## src/rtl/fft_pkg.sv

```systemverilog
// Shared types for the FFT post-processing blocks: magnitude type and peak-detector FSM states.
`default_nettype none

package fft_pkg;

  localparam int MAG_W = 16;

  typedef logic [MAG_W-1:0] mag_t;

  typedef enum logic [1:0] {
    IDLE  = 2'd0,
    SCAN  = 2'd1,
    STALL = 2'd2
  } peak_state_e;

endpackage

`default_nettype wire

```

## src/rtl/fft_peak_detect_if.sv

```systemverilog
// Magnitude-stream input and frame-result output bundle of fft_peak_detect.
// Optional threshold ports exist only when FFT_PEAK_THRESH_EN is defined.
`default_nettype none

interface fft_peak_detect_if
  import fft_pkg::*;
#(
  parameter int N_BINS = 64,
  parameter int BIN_W  = $clog2(N_BINS),
  parameter int SUM_W  = 16 + BIN_W
);

  mag_t             mag_in;
  logic             in_valid;
  logic             in_ready;
  logic             frame_start;
  mag_t             peak_mag;
  logic [BIN_W-1:0] peak_bin;
  logic [SUM_W-1:0] frame_sum;
  logic             out_valid;
  logic             out_ready;
  logic             overrun;
`ifdef FFT_PEAK_THRESH_EN
  mag_t             peak_thresh;
  logic             peak_found;
`endif

  modport master (
`ifdef FFT_PEAK_THRESH_EN
    output peak_thresh,
    input  peak_found,
`endif
    output mag_in, in_valid, frame_start, out_ready,
    input  in_ready, peak_mag, peak_bin, frame_sum, out_valid, overrun
  );

  modport slave (
`ifdef FFT_PEAK_THRESH_EN
    input  peak_thresh,
    output peak_found,
`endif
    input  mag_in, in_valid, frame_start, out_ready,
    output in_ready, peak_mag, peak_bin, frame_sum, out_valid, overrun
  );

endinterface

`default_nettype wire

```

## src/rtl/fft_max_track.sv

```systemverilog
// Running maximum / bin-index tracker; strict greater-than so the earliest bin wins a tie.
`default_nettype none

module fft_max_track
  import fft_pkg::*;
#(
  parameter int BIN_W = 6
) (
  input  logic             clk,
  input  logic             rst_n,
  input  logic             en,
  input  logic             first,
  input  mag_t             mag,
  input  logic [BIN_W-1:0] bin,
  output mag_t             nxt_max,
  output logic [BIN_W-1:0] nxt_bin
);

  mag_t             acc_max;
  logic [BIN_W-1:0] acc_bin;

  // nxt_* already include the current beat so the top can capture the final compare directly
  always_comb begin
    nxt_max = acc_max;
    nxt_bin = acc_bin;
    if (first) begin
      nxt_max = mag;
      nxt_bin = '0;
    end else if (mag > acc_max) begin
      nxt_max = mag;
      nxt_bin = bin;
    end
  end

  always_ff @(posedge clk or negedge rst_n) begin
    if (!rst_n) begin
      acc_max <= '0;
      acc_bin <= '0;
    end else if (en) begin
      acc_max <= nxt_max;
      acc_bin <= nxt_bin;
    end
  end

endmodule

`default_nettype wire

```

## src/rtl/fft_peak_detect.sv

```systemverilog
// Per-frame peak magnitude/bin and magnitude sum with a valid/ready result register.
// Optional FFT_PEAK_THRESH_EN adds peak_thresh/peak_found.
`default_nettype none

module fft_peak_detect
  import fft_pkg::*;
#(
  parameter int N_BINS = 64,
  parameter int BIN_W  = $clog2(N_BINS),
  parameter int SUM_W  = 16 + BIN_W
) (
  input logic              clk,
  input logic              rst_n,
  fft_peak_detect_if.slave bus
);

  localparam logic [BIN_W-1:0] LAST_BIN = BIN_W'(N_BINS - 1);

  peak_state_e      state, state_nxt;
  logic [BIN_W-1:0] bin_cnt;
  logic [BIN_W-1:0] cur_bin;
  logic [SUM_W-1:0] acc_sum;
  logic [SUM_W-1:0] nxt_sum;
  mag_t             nxt_max;
  logic [BIN_W-1:0] nxt_bin;
  logic             stall;
  logic             accept;
  logic             first;
  logic             complete;

  mag_t             peak_mag_r;
  logic [BIN_W-1:0] peak_bin_r;
  logic [SUM_W-1:0] frame_sum_r;
  logic             out_valid_r;
  logic             overrun_r;

  // Only the last bin can stall: it is the one beat that would overwrite an unconsumed result
  assign stall    = out_valid_r && !bus.out_ready && (bin_cnt == LAST_BIN);
  assign accept   = bus.in_valid && !stall;
  assign cur_bin  = bus.frame_start ? '0 : bin_cnt;
  assign first    = (cur_bin == '0);
  assign complete = accept && (cur_bin == LAST_BIN);
  assign nxt_sum  = first ? SUM_W'(bus.mag_in) : acc_sum + SUM_W'(bus.mag_in);

  assign bus.in_ready  = !stall;
  assign bus.peak_mag  = peak_mag_r;
  assign bus.peak_bin  = peak_bin_r;
  assign bus.frame_sum = frame_sum_r;
  assign bus.out_valid = out_valid_r;
  assign bus.overrun   = overrun_r;

  fft_max_track #(
    .BIN_W (BIN_W)
  ) u_max_track (
    .clk     (clk),
    .rst_n   (rst_n),
    .en      (accept),
    .first   (first),
    .mag     (bus.mag_in),
    .bin     (cur_bin),
    .nxt_max (nxt_max),
    .nxt_bin (nxt_bin)
  );

  always_ff @(posedge clk or negedge rst_n) begin
    if (!rst_n) begin
      bin_cnt <= '0;
      acc_sum <= '0;
    end else if (accept) begin
      bin_cnt <= cur_bin + 1'b1;
      acc_sum <= nxt_sum;
    end
  end

  always_ff @(posedge clk or negedge rst_n) begin
    if (!rst_n) begin
      peak_mag_r  <= '0;
      peak_bin_r  <= '0;
      frame_sum_r <= '0;
      out_valid_r <= 1'b0;
    end else if (complete) begin
      peak_mag_r  <= nxt_max;
      peak_bin_r  <= nxt_bin;
      frame_sum_r <= nxt_sum;
      out_valid_r <= 1'b1;
    end else if (bus.out_ready) begin
      out_valid_r <= 1'b0;
    end
  end

  always_ff @(posedge clk or negedge rst_n) begin
    if (!rst_n) begin
      overrun_r <= 1'b0;
    end else if (stall && bus.in_valid) begin
      overrun_r <= 1'b1;
    end
  end

`ifdef FFT_PEAK_THRESH_EN
  logic peak_found_r;

  always_ff @(posedge clk or negedge rst_n) begin
    if (!rst_n) begin
      peak_found_r <= 1'b0;
    end else if (complete) begin
      peak_found_r <= (nxt_max >= bus.peak_thresh);
    end
  end

  assign bus.peak_found = peak_found_r;
`endif

  always_ff @(posedge clk or negedge rst_n) begin
    if (!rst_n) begin
      state <= IDLE;
    end else begin
      state <= state_nxt;
    end
  end

  always_comb begin
    state_nxt = state;
    case (state)
      IDLE:    if (stall) state_nxt = STALL; else if (accept) state_nxt = SCAN;
      SCAN:    if (stall) state_nxt = STALL;
      STALL:   if (!stall) state_nxt = SCAN;
      default: state_nxt = IDLE;
    endcase
  end

endmodule

`default_nettype wire

```

## src/flat_wrapper.sv

```systemverilog
// flat-port wrapper written by rule: the top's interface ports become plain ports
module fft_peak_detect_flat import fft_pkg::*;
#(
  parameter int N_BINS = 64,
  parameter int BIN_W  = $clog2(N_BINS),
  parameter int SUM_W  = 16 + BIN_W
)
  (clk, rst_n, bus_mag_in, bus_in_valid, bus_frame_start, bus_out_ready, bus_in_ready, bus_peak_mag, bus_peak_bin, bus_frame_sum, bus_out_valid, bus_overrun);
  fft_peak_detect_if #(.N_BINS(N_BINS), .BIN_W(BIN_W), .SUM_W(SUM_W)) bus_i ();
  input logic clk;
  input logic rst_n;
  input wire logic [$bits(bus_i.mag_in)-1:0] bus_mag_in;
  input wire logic [$bits(bus_i.in_valid)-1:0] bus_in_valid;
  input wire logic [$bits(bus_i.frame_start)-1:0] bus_frame_start;
  input wire logic [$bits(bus_i.out_ready)-1:0] bus_out_ready;
  output wire logic [$bits(bus_i.in_ready)-1:0] bus_in_ready;
  output wire logic [$bits(bus_i.peak_mag)-1:0] bus_peak_mag;
  output wire logic [$bits(bus_i.peak_bin)-1:0] bus_peak_bin;
  output wire logic [$bits(bus_i.frame_sum)-1:0] bus_frame_sum;
  output wire logic [$bits(bus_i.out_valid)-1:0] bus_out_valid;
  output wire logic [$bits(bus_i.overrun)-1:0] bus_overrun;
  assign bus_i.mag_in = bus_mag_in;
  assign bus_i.in_valid = bus_in_valid;
  assign bus_i.frame_start = bus_frame_start;
  assign bus_i.out_ready = bus_out_ready;
  assign bus_in_ready = bus_i.in_ready;
  assign bus_peak_mag = bus_i.peak_mag;
  assign bus_peak_bin = bus_i.peak_bin;
  assign bus_frame_sum = bus_i.frame_sum;
  assign bus_out_valid = bus_i.out_valid;
  assign bus_overrun = bus_i.overrun;
  fft_peak_detect #(.N_BINS(N_BINS), .BIN_W(BIN_W), .SUM_W(SUM_W)) u_core (.clk(clk), .rst_n(rst_n), .bus(bus_i));
endmodule
```

## config.mk

```make
export PLATFORM = sky130hd
export DESIGN_NAME = fft_peak_detect_flat
export DESIGN_NICKNAME = d
export VERILOG_FILES = /design/src/rtl/fft_pkg.sv /design/src/rtl/fft_peak_detect_if.sv /design/src/rtl/fft_max_track.sv /design/src/rtl/fft_peak_detect.sv /design/src/flat_wrapper.sv
export SDC_FILE = /design/constraint.sdc
export NUM_CORES = 1
export LEC_CHECK = 0
export CAP_MARGIN = 20
export CORE_AREA = 5 5 111 166
export DETAILED_ROUTE_END_ITERATION = 8
export DIE_AREA = 0 0 116 171
export GPL_TIMING_DRIVEN = 1
export SYNTH_ARGS = -nofsm -noshare
export SYNTH_HDL_FRONTEND = slang
export SYNTH_SLANG_ARGS = --single-unit
```

## constraint.sdc

```tcl
create_clock -name clk -period 2.65 [get_ports clk]
set_clock_uncertainty 0.05 [all_clocks]
set_input_delay 0.265 -clock clk [delete_from_list [all_inputs] [get_ports clk]]
set_output_delay 0.265 -clock clk [all_outputs]
set_load 0.1 [all_outputs]
```

-- After elaboration in Yosys (flattened, before gate mapping)
Index checks and enable logic that the tools add are counted.
- register bits: 96
- input port bits: 21
- output and inout port bits: 47
- logic and storage cells: 31
- add/subtract/negate cells: 2
- $lt $le $gt $ge: 1
- equal/unequal tests: 2
- mux-type cells: 8
- reduce and logical (&&, ||, !) cells: 9
- operators by type and width (kind ; number):
    $mux W16 ; 2
    $add A22 B16 Y22 ; 1
    $mux W22 ; 1
    $mux W6 ; 3
    $gt A16 B16 Y1 ; 1
    $eq A6 B6 Y1 const B ; 2
    $add A6 B1 Y6 const B ; 1
    $logic_not A6 Y1 ; 1
    $logic_and A1 B1 Y1 ; 5
    $logic_not A1 Y1 ; 2
    $mux W1 ; 2
    $reduce_bool A2 Y1 ; 1

-- Depth between registers and ports, before layout
Gate-level depths: netlist of run 1.
- word-level depth: 7
- mapped depth: 11
- mapped depth without buffers: 9

-- Modules after synthesis
A second synthesis of run 1 with hierarchy kept.
- cells, all modules: 687
- area, all modules: 6092.1 sq um
- modules (own cells, without submodules) (module ; instances ; cells an instance ; area an instance (sq um) ; sequential area each (sq um)):
    fft_peak_detect ; 1 ; 449 ; 4008.8 ; 1851.8
    fft_max_track ; 1 ; 238 ; 2083.2 ; 550.5

-- Least setup slack after synthesis of run 1
OpenSTA, ideal clock, no wires.
- path type: register -> register
- start point: register u_core.acc_sum[0]
- end point: register u_core.frame_sum_r[16], in the netlist u_core.bus.frame_sum[16]
- setup time: 92 ps
- arrival: 2306 ps
- required time: 2508 ps
- setup slack: 202 ps
- stages on the path, launching flop included: 9
- path buffers: 0
- period minus slack after synthesis: 2448 ps
- path through: dfrtp_1 ha_1 fa_1 a211oi_2 nor2_1 a41o_4 o211a_4 or3_1 o31ai_2
- cells in the longest elaborated chain, start to end: 2
- ends and longest elaborated chain (what ; line ; source):
    start: declaration ; fft_peak_detect.sv:22 ; logic [SUM_W-1:0] acc_sum;
    start signal: assignment ; fft_peak_detect.sv:71 ; acc_sum <= nxt_sum;
    $add A22 B16 Y22 ; fft_peak_detect.sv:43 ; assign nxt_sum = first ? SUM_W'(bus.mag_in) : acc_sum + SUM_W'(bus.mag_in);
    $mux W22 ; fft_peak_detect.sv:43 ;
    end signal: assignment ; fft_peak_detect.sv:84 ; frame_sum_r <= nxt_sum;
    end: declaration ; fft_peak_detect.sv:33 ; logic [SUM_W-1:0] frame_sum_r;
No other way between the ends.
A chain may end at the register's enable or synchronous reset.

-- Worst setup path after layout of run 1
Ends and elaborated chain as after synthesis.

==> metrics, run 1 <==
Mapped Area 0.00608 mm^2; num rows 59; CTS root buffer clkbuf_16; CTS buffer count 9; CP Capture Type flop; fin nets 881; Placed Area 0.00747 mm^2; warnings from Yosys 0; DRT iter0 DRCs 433; top_reg_cell synth dfrtp_1; fillcell total 1649; R2R Setup Slk 0.1 ns; CTS clock-pin slew for the worst setup and hold paths 0.07 ns; pwr dens 827 mW/mm^2; CP cell instances ha_2 -> fa_2 -> a211oi_4 -> nor2_2 -> a41o_4 -> o211a_4 -> or3_1 -> o31ai_2; count of final setup violators 0; DRC Markers 0; port bufs 67; Hold Path Class input pin to asynchronous set/reset pin; TritonCTS clock tree yes; clock latency on the worst-skew pair 0.35 ns; routability cong. 0.937; total leakage power 3.66 nW; Routed Antenna Nets 0; final setup margin 0.0975 ns; initial core utilization 35.8%; total routed wirelength 19000 um; Core Box Area 0.0170 mm^2; TritonRoute pass-1 iters 7; Final TNS setup 0 ns; Data required, critical path 2.86 ns; number of global-route vias before repair 5974; design area 0.00780 mm^2; element type at the critical path start flop; Final Max Tran Viols 0; initial antenna violation count 0; via/cell ratio 5.66; Rel. slew slack 57.1%; post-synthesis register bit count 96; WL per Instance 18.2 um; Cell Count, Final, Fillers Out 1043; largest net degree at the start of global routing 51; CTS Buffer Depth 2; Critical Path Fanout Max 7; die area 0.0198 mm^2; Die X 116 um; max-cap viol count 0; RSZ-0062 raised after global routing false; Clock Sinks 96; CTS HTree Levels 3; via count 5905; Top-Level Pins 68; slowest CP cell fa_2; CP Class flop to flop; Fmax 392 MHz; maximum vdd drop 0.000394 V; GRT Overall Usage 19.2%; crit path DAT 2.76 ns; Final Util 46.0%; minimum clock period 2.55 ns; Synth Net Count 754; Slew @ Worst Pin 0.641 ns; Yosys cell types 63; Post-synth ARST share 100%; total congestion overflow 0; pre-CTS setup slack -0.277 ns; final hold vios 0; status finished clean; mean area per synthesized cell 8.72 um^2; Worst path max stage delay 0.42 ns; EDFF count, synth 0; Die Height 171 um; post-DP HPWL 14500 um; Placed Cells incl. Taps 1024; Mapped Cells 698; share of cells above drive strength 1 23.7%; P&R area growth vs syn 28.3%; sequential fraction of the synthesis area 39.5%; Tcrit/Tclk final 96.3%; first-pass GRT wire length 30500 um; Diodes inserted 0
cells by family (layout without fill, tap and decap cells):
kind of cell | count (synthesis) | count (layout) | share of synthesized area, %
buffers and inverters | 78 | 210 | 5.51
AND/OR/NAND/NOR | 257 | 257 | 20.2
flip-flops | 96 | 96 | 39.5
adder cells (fa/ha/maj) | 35 | 35 | 7.32
multiplexers | 15 | 15 | 2.59
XOR/XNOR | 8 | 8 | 1.15
AO/OA/AOI/OAI | 209 | 209 | 23.8
per-layer routing:
metal,share of wire [%],vias to the layer above,global-route usage [%]
li1,-,2824,-
met1,40,2879,22.6
met2,53,161,35.4
met3,4.5,41,2.12
met4,3.0,0,7.17
met5,0,-,0
per-stage QoR:
stage	hold WS (ns)	power [mW]
floorplan	-0.0806	3.96
global placement	0.160	5.01
detailed placement	0.172	5.10
CTS	0.342	6.43
global route	0.376	6.90
finish	0.334	6.45
synth_stat cells, drive strengths merged (2+ instances only):
library cell  number  area share (%)
nand3b             2            0.25
nor4               3            0.41
a21o              13             1.6
clkbuf            19             1.2
nor2b              3            0.31
o21a               2            0.25
dfrtp             96              39
nand2             84             5.2
and3              10             1.0
nor3              12            0.99
a211oi             7            0.95
o21ai             46             3.8
nand4             28             3.0
xnor2              8             1.2
a31oi             37             3.8
nand3             37             3.0
o211ai            27             4.3
inv               28             1.7
ha                34             7.0
or2                2            0.21
o31a               2            0.29
o31ai              7            0.95
nand2b             4            0.41
nor3b              4            0.49
or3                5            0.51
nor2              54             3.3
nand4b             2            0.29
mux2i              9             1.5
buf               31             2.6
o2111ai            8             1.2
mux2               6             1.1
and2               6            0.62
a21oi             44             3.7
report_power, final:
part / internal [mW] / leakage (nW) / total (mW) / switching [mW]
sequential: 1.74 / 1.27 / 1.97 / 0.230
combinational: 1.40 / 2.26 / 3.18 / 1.78
clock: 0.734 / 0.140 / 1.31 / 0.575
cell usage in the layout (no fill, tap or decap), drive strengths merged, types with 9 or more instances in the layout:
master           n
nand2           84
mux2i            9
clkbuf          11
buf            146
a21o            13
nand4           28
ha              34
dfrtp           96
and3            10
nor2            54
a31oi           37
clkdlybuf4s50   19
a21oi           44
nand3           37
nor3            12
o21ai           46
inv             29
o211ai          27
what timing repair did:
action / 4_1_cts / 5_1_grt
endpoints found under the hold margin: 24 / 0
resized for setup: 0 / 5
setup endpoints to repair: 0 / 6
buffers inserted: 0 / 2
hold buffers: 1 / 0
flip-flops by register name (all words and copies together) (netlist names):
| register | cells |
|---|---|
| u_core.u_max_track.acc_bin | 6 |
| u_core.bin_cnt | 6 |
| u_core.bus.peak_bin | 6 |
| u_core.u_max_track.acc_max | 16 |
| u_core.bus.overrun | 1 |
| u_core.acc_sum | 22 |
| u_core.bus.frame_sum | 22 |
| u_core.bus.peak_mag | 16 |
| u_core.bus.out_valid | 1 |
path summary, 6_finish.rpt:
| path | start | endpoint | cells past startpoint |
|---|---|---|---|
| worst max-delay path | u_core.acc_sum[0]$_DFFE_PN0P_ | u_core.bus.frame_sum[16]$_DFFE_PN0P_ | 8 |
| worst min-delay path | rst_n | u_core.bus.frame_sum[21]$_DFFE_PN0P_ | 2 |
| worst max register to register | u_core.acc_sum[0]$_DFFE_PN0P_ | u_core.bus.frame_sum[16]$_DFFE_PN0P_ | 8 |
| worst min register to register | u_core.bus.frame_sum[7]$_DFFE_PN0P_ | u_core.bus.frame_sum[7]$_DFFE_PN0P_ | 2 |
| max in group asynchronous | rst_n | u_core.bus.peak_mag[10]$_DFFE_PN0P_ | 3 |
| min in group clk | u_core.bus.frame_sum[7]$_DFFE_PN0P_ | u_core.bus.frame_sum[7]$_DFFE_PN0P_ | 2 |
critical path: cells and delay by family (launching register included):
| family | cells | cell delay [ns] |
|---|---|---|
| flops | 1 | 0.39 |
| simple gates | 2 | 0.41 |
| compound gates | 4 | 1.01 |
| fa+ha+maj | 2 | 0.62 |
final cells by class:
| class | count | area (um^2) | share of cell area (%) |
|---|---|---|---|
| timing repair buffer | 166 | 1350 | 17.3 |
| multi-input combinational | 524 | 3390 | 43.5 |
| clock inverter | 5 | 56.3 | 0.722 |
| inverter | 28 | 105 | 1.35 |
| tap | 213 | 267 | 3.42 |
| sequential | 96 | 2400 | 30.8 |
| clock buffer | 11 | 233 | 2.98 |
Power figures use the tool's default switching activity.
==> inputs of run 2 (changes only) <==
--- a/config.mk
+++ b/config.mk
@@ -12,4 +12,5 @@
 export GPL_TIMING_DRIVEN = 1
 export SYNTH_ARGS = -nofsm -noshare
 export SYNTH_HDL_FRONTEND = slang
+export SYNTH_HIERARCHICAL = 1
 export SYNTH_SLANG_ARGS = --single-unit
==> run 2 against run 1 <==
Against the previous run: global-route usage fell by 1.3 points; total power fell by 0.40%; synthesized cell count fell by 1.6%; via count fell by 5.4%; hold slack got worse by 0.035 ns; flip-flop and latch count did not move; critical path type unchanged; sequential power barely moved; sequential share of layout area fell by 0.37 points; largest cell class unchanged.
==> metrics, run 2 <==
status finished clean; synth top area cells dfrtp_1, nand2_1, ha_1; total routed wirelength 17500 um (-7.7%); critical path depth in cells 11 (+3); via count 5585 (-5.4%); Die X 116 um (unchanged); Worst path max stage delay 0.43 ns (about the same); Rel. slew slack 62.7% (+5.5 points); slowest CP cell o41a_1; Diodes inserted 0 (unchanged); fillcell total 1690 (+2.5%); sequential fraction of the synthesis area 39.4% (-0.049 points); Hold Path Class input pin to flop; DRC Markers 0 (unchanged); top-count cell post-synth nand2_1; crit path DAT 2.80 ns (+0.04 ns); Post-synth ARST share 100% (unchanged); post-synthesis register bit count 96 (unchanged); final hold vios 0 (unchanged); max-cap viol count 0 (unchanged); clock latency on the worst-skew pair 0.34 ns (about the same); Die Height 171 um (unchanged); synth cell count leaders nand2_1, dfrtp_1, a21oi_1, o21ai_0, ha_1; GRT Overall Usage 17.9% (-1.3 points); WL per Instance 16.9 um (-7.3%); CP Class flop to flop; num rows 59 (unchanged); port bufs 67 (unchanged); mean area per synthesized cell 8.87 um^2 (+1.7%); EDFF count, synth 0 (unchanged); CTS root buffer clkbuf_16; Slew @ Worst Pin 0.560 ns (-0.0805 ns); TritonRoute pass-1 iters 5 (-2); warnings from Yosys 6 (+6); Clock Sinks 96 (unchanged); pwr dens 812 mW/mm^2 (-1.7%); element type at the critical path start flop; CP delay by family, top buffers and inverters; DRT iter0 DRCs 206 (-52%); first-pass GRT wire length 28600 um (-6.3%); total leakage power 3.83 nW (+4.5%); CTS buffer count 9 (unchanged); Yosys cell types 61 (-3.2%); count of final setup violators 0 (unchanged); Mapped Area 0.00609 mm^2 (+0.12%); largest net degree at the start of global routing 50 (-2.0%); fin nets 877 (-0.45%); CP bufs+invs 5 (+5); post-synth top area cell dfrtp_1; most common cell after layout, fill and taps aside nand2_1; Worst Hold Depth 3; TritonCTS clock tree yes; Critical Path Fanout Max 6 (-1); CTS HTree Levels 3 (unchanged); share of cells above drive strength 1 24.9% (+1.2 points); Synth Net Count 743 (-1.5%); total congestion overflow 0 (unchanged); Data required, critical path 2.83 ns (-0.03 ns); P&R area growth vs syn 29.8%; Fmax 382 MHz (-2.5%); Top-Level Pins 68 (unchanged); die area 0.0198 mm^2 (unchanged); post-DP HPWL 12800 um (-12%); CTS clock-pin slew for the worst setup and hold paths 0.07 ns (about the same); Core Box Area 0.0170 mm^2 (unchanged); design area 0.00791 mm^2 (+1.4%); CP Capture Type flop; via/cell ratio 5.38 (-5.1%); number of global-route vias before repair 5715 (-4.3%); Tcrit/Tclk final 98.8% (+2.5 points); initial core utilization 35.9% (+0.044 points); minimum clock period 2.62 ns (+0.0661 ns); initial antenna violation count 0 (unchanged); Worst R2R Path Depth 11 (+3); routability cong. 0.945 (+0.89%); top_reg_cell synth dfrtp_1; CP cell instances inv_1 -> ha_1 -> nor2b_1 -> o211ai_1 -> buf_4 -> a2111oi_4 -> buf_4 -> o41a_1 -> buf_4 -> clkbuf_16 -> mux2_4; commonest cells after routing, fill and taps aside nand2_1, buf_4, dfrtp_1; Mapped Cells 687 (-1.6%); Final Max Tran Viols 0 (unchanged); maximum vdd drop 0.000348 V (-12%); most used cell, CP buf_4; CTS Buffer Depth 2 (unchanged); Final Util 46.6% (+0.63 points); Synth top area share 39.4% (-0.049 points); Placed Area 0.00741 mm^2 (-0.77%); Routed Antenna Nets 0 (unchanged)
[run 2: final cells by class]
type | count | area [um^2] | area share, %
clock inverters | 3 | 23.8 | 0.301
flip-flops and latches | 96 | 2410 | 30.4
well taps | 213 | 267 | 3.37
multi-input cells | 523 | 3430 | 43.4
repair buffers | 164 | 1400 | 17.7
clock buffers | 13 | 280 | 3.54
inverters | 27 | 101 | 1.28
[run 2: power by group]
| group | internal [mW] | leakage, nW | total, mW | switching [mW] |
|---|---|---|---|---|
| sequential | 1.74 | 1.26 | 1.96 | 0.223 |
| clock | 0.742 | 0.144 | 1.32 | 0.577 |
| combinational | 1.49 | 2.42 | 3.15 | 1.65 |
[run 2: worst paths after layout]
check | slack (ns) | to | start
max | 0.03 | u_core/u_max_track/acc_max[6]$_DFFE_PN0P_ | u_core/u_max_track/acc_max[1]$_DFFE_PN0P_
min | 0.30 | u_core/acc_sum[7]$_DFFE_PN0P_ | bus_mag_in[7]
max reg2reg | 0.03 | u_core/u_max_track/acc_max[6]$_DFFE_PN0P_ | u_core/u_max_track/acc_max[1]$_DFFE_PN0P_
min reg2reg | 0.42 | u_core/bus.peak_bin[4]$_DFFE_PN0P_ | u_core/bus.peak_bin[4]$_DFFE_PN0P_
max in group asynchronous | 1.47 | u_core/bus.frame_sum[20]$_DFFE_PN0P_ | rst_n
min in group asynchronous | 0.40 | u_core/bus.peak_mag[9]$_DFFE_PN0P_ | rst_n
[run 2: logic make-up after synthesis]
group / synth area share [%]
mux: 5.92
buf+inv: 5.48
fa+ha+maj: 7.31
simple gates: 21.7
flops: 39.4
xor+xnor: 1.73
compound gates: 18.4
[run 2: worst min-delay path: cells and delay by family]
family / cells / cell delay, ns
buffers and inverters: 1 / 0.20
and+or+nand+nor: 2 / 0.18
[run 2: timing repair]
item | in CTS | in global routing
endpoints found under the hold margin | 37 | 0
setup endpoints to repair | 12 | 54
cloned | 0 | 1
hold buffers | 1 | 0
gates resized for setup | 3 | 18
buffers inserted | 0 | 9
pin swaps | 0 | 10
[run 2: metrics by stage]
| stage | setup TNS (ns) | hold WS (ns) | setup WS, ns | instances | power, mW |
|---|---|---|---|---|---|
| finish | 0 | 0.299 | 0.0314 | 1039 | 6.43 |
| global route | -0.174 | 0.300 | -0.0259 | 1039 | 6.85 |
| CTS | 0 | 0.414 | 0.0188 | 1029 | 6.33 |
| detailed placement | -18.24 | 0.253 | -0.378 | 1012 | 4.95 |
| global placement | -15.87 | 0.238 | -0.330 | 1012 | 4.86 |
| floorplan | -28.32 | -0.0806 | -0.978 | 687 | 3.93 |
[run 2: layer usage]
metal | track usage [%] | part of all wire [%] | routed length, um
met5 | 0 | 0 | 0
met4 | 7.67 | 3.6 | 626
met3 | 2.51 | 3.4 | 588
met2 | 31.2 | 52 | 9070
met1 | 21.8 | 41 | 7260
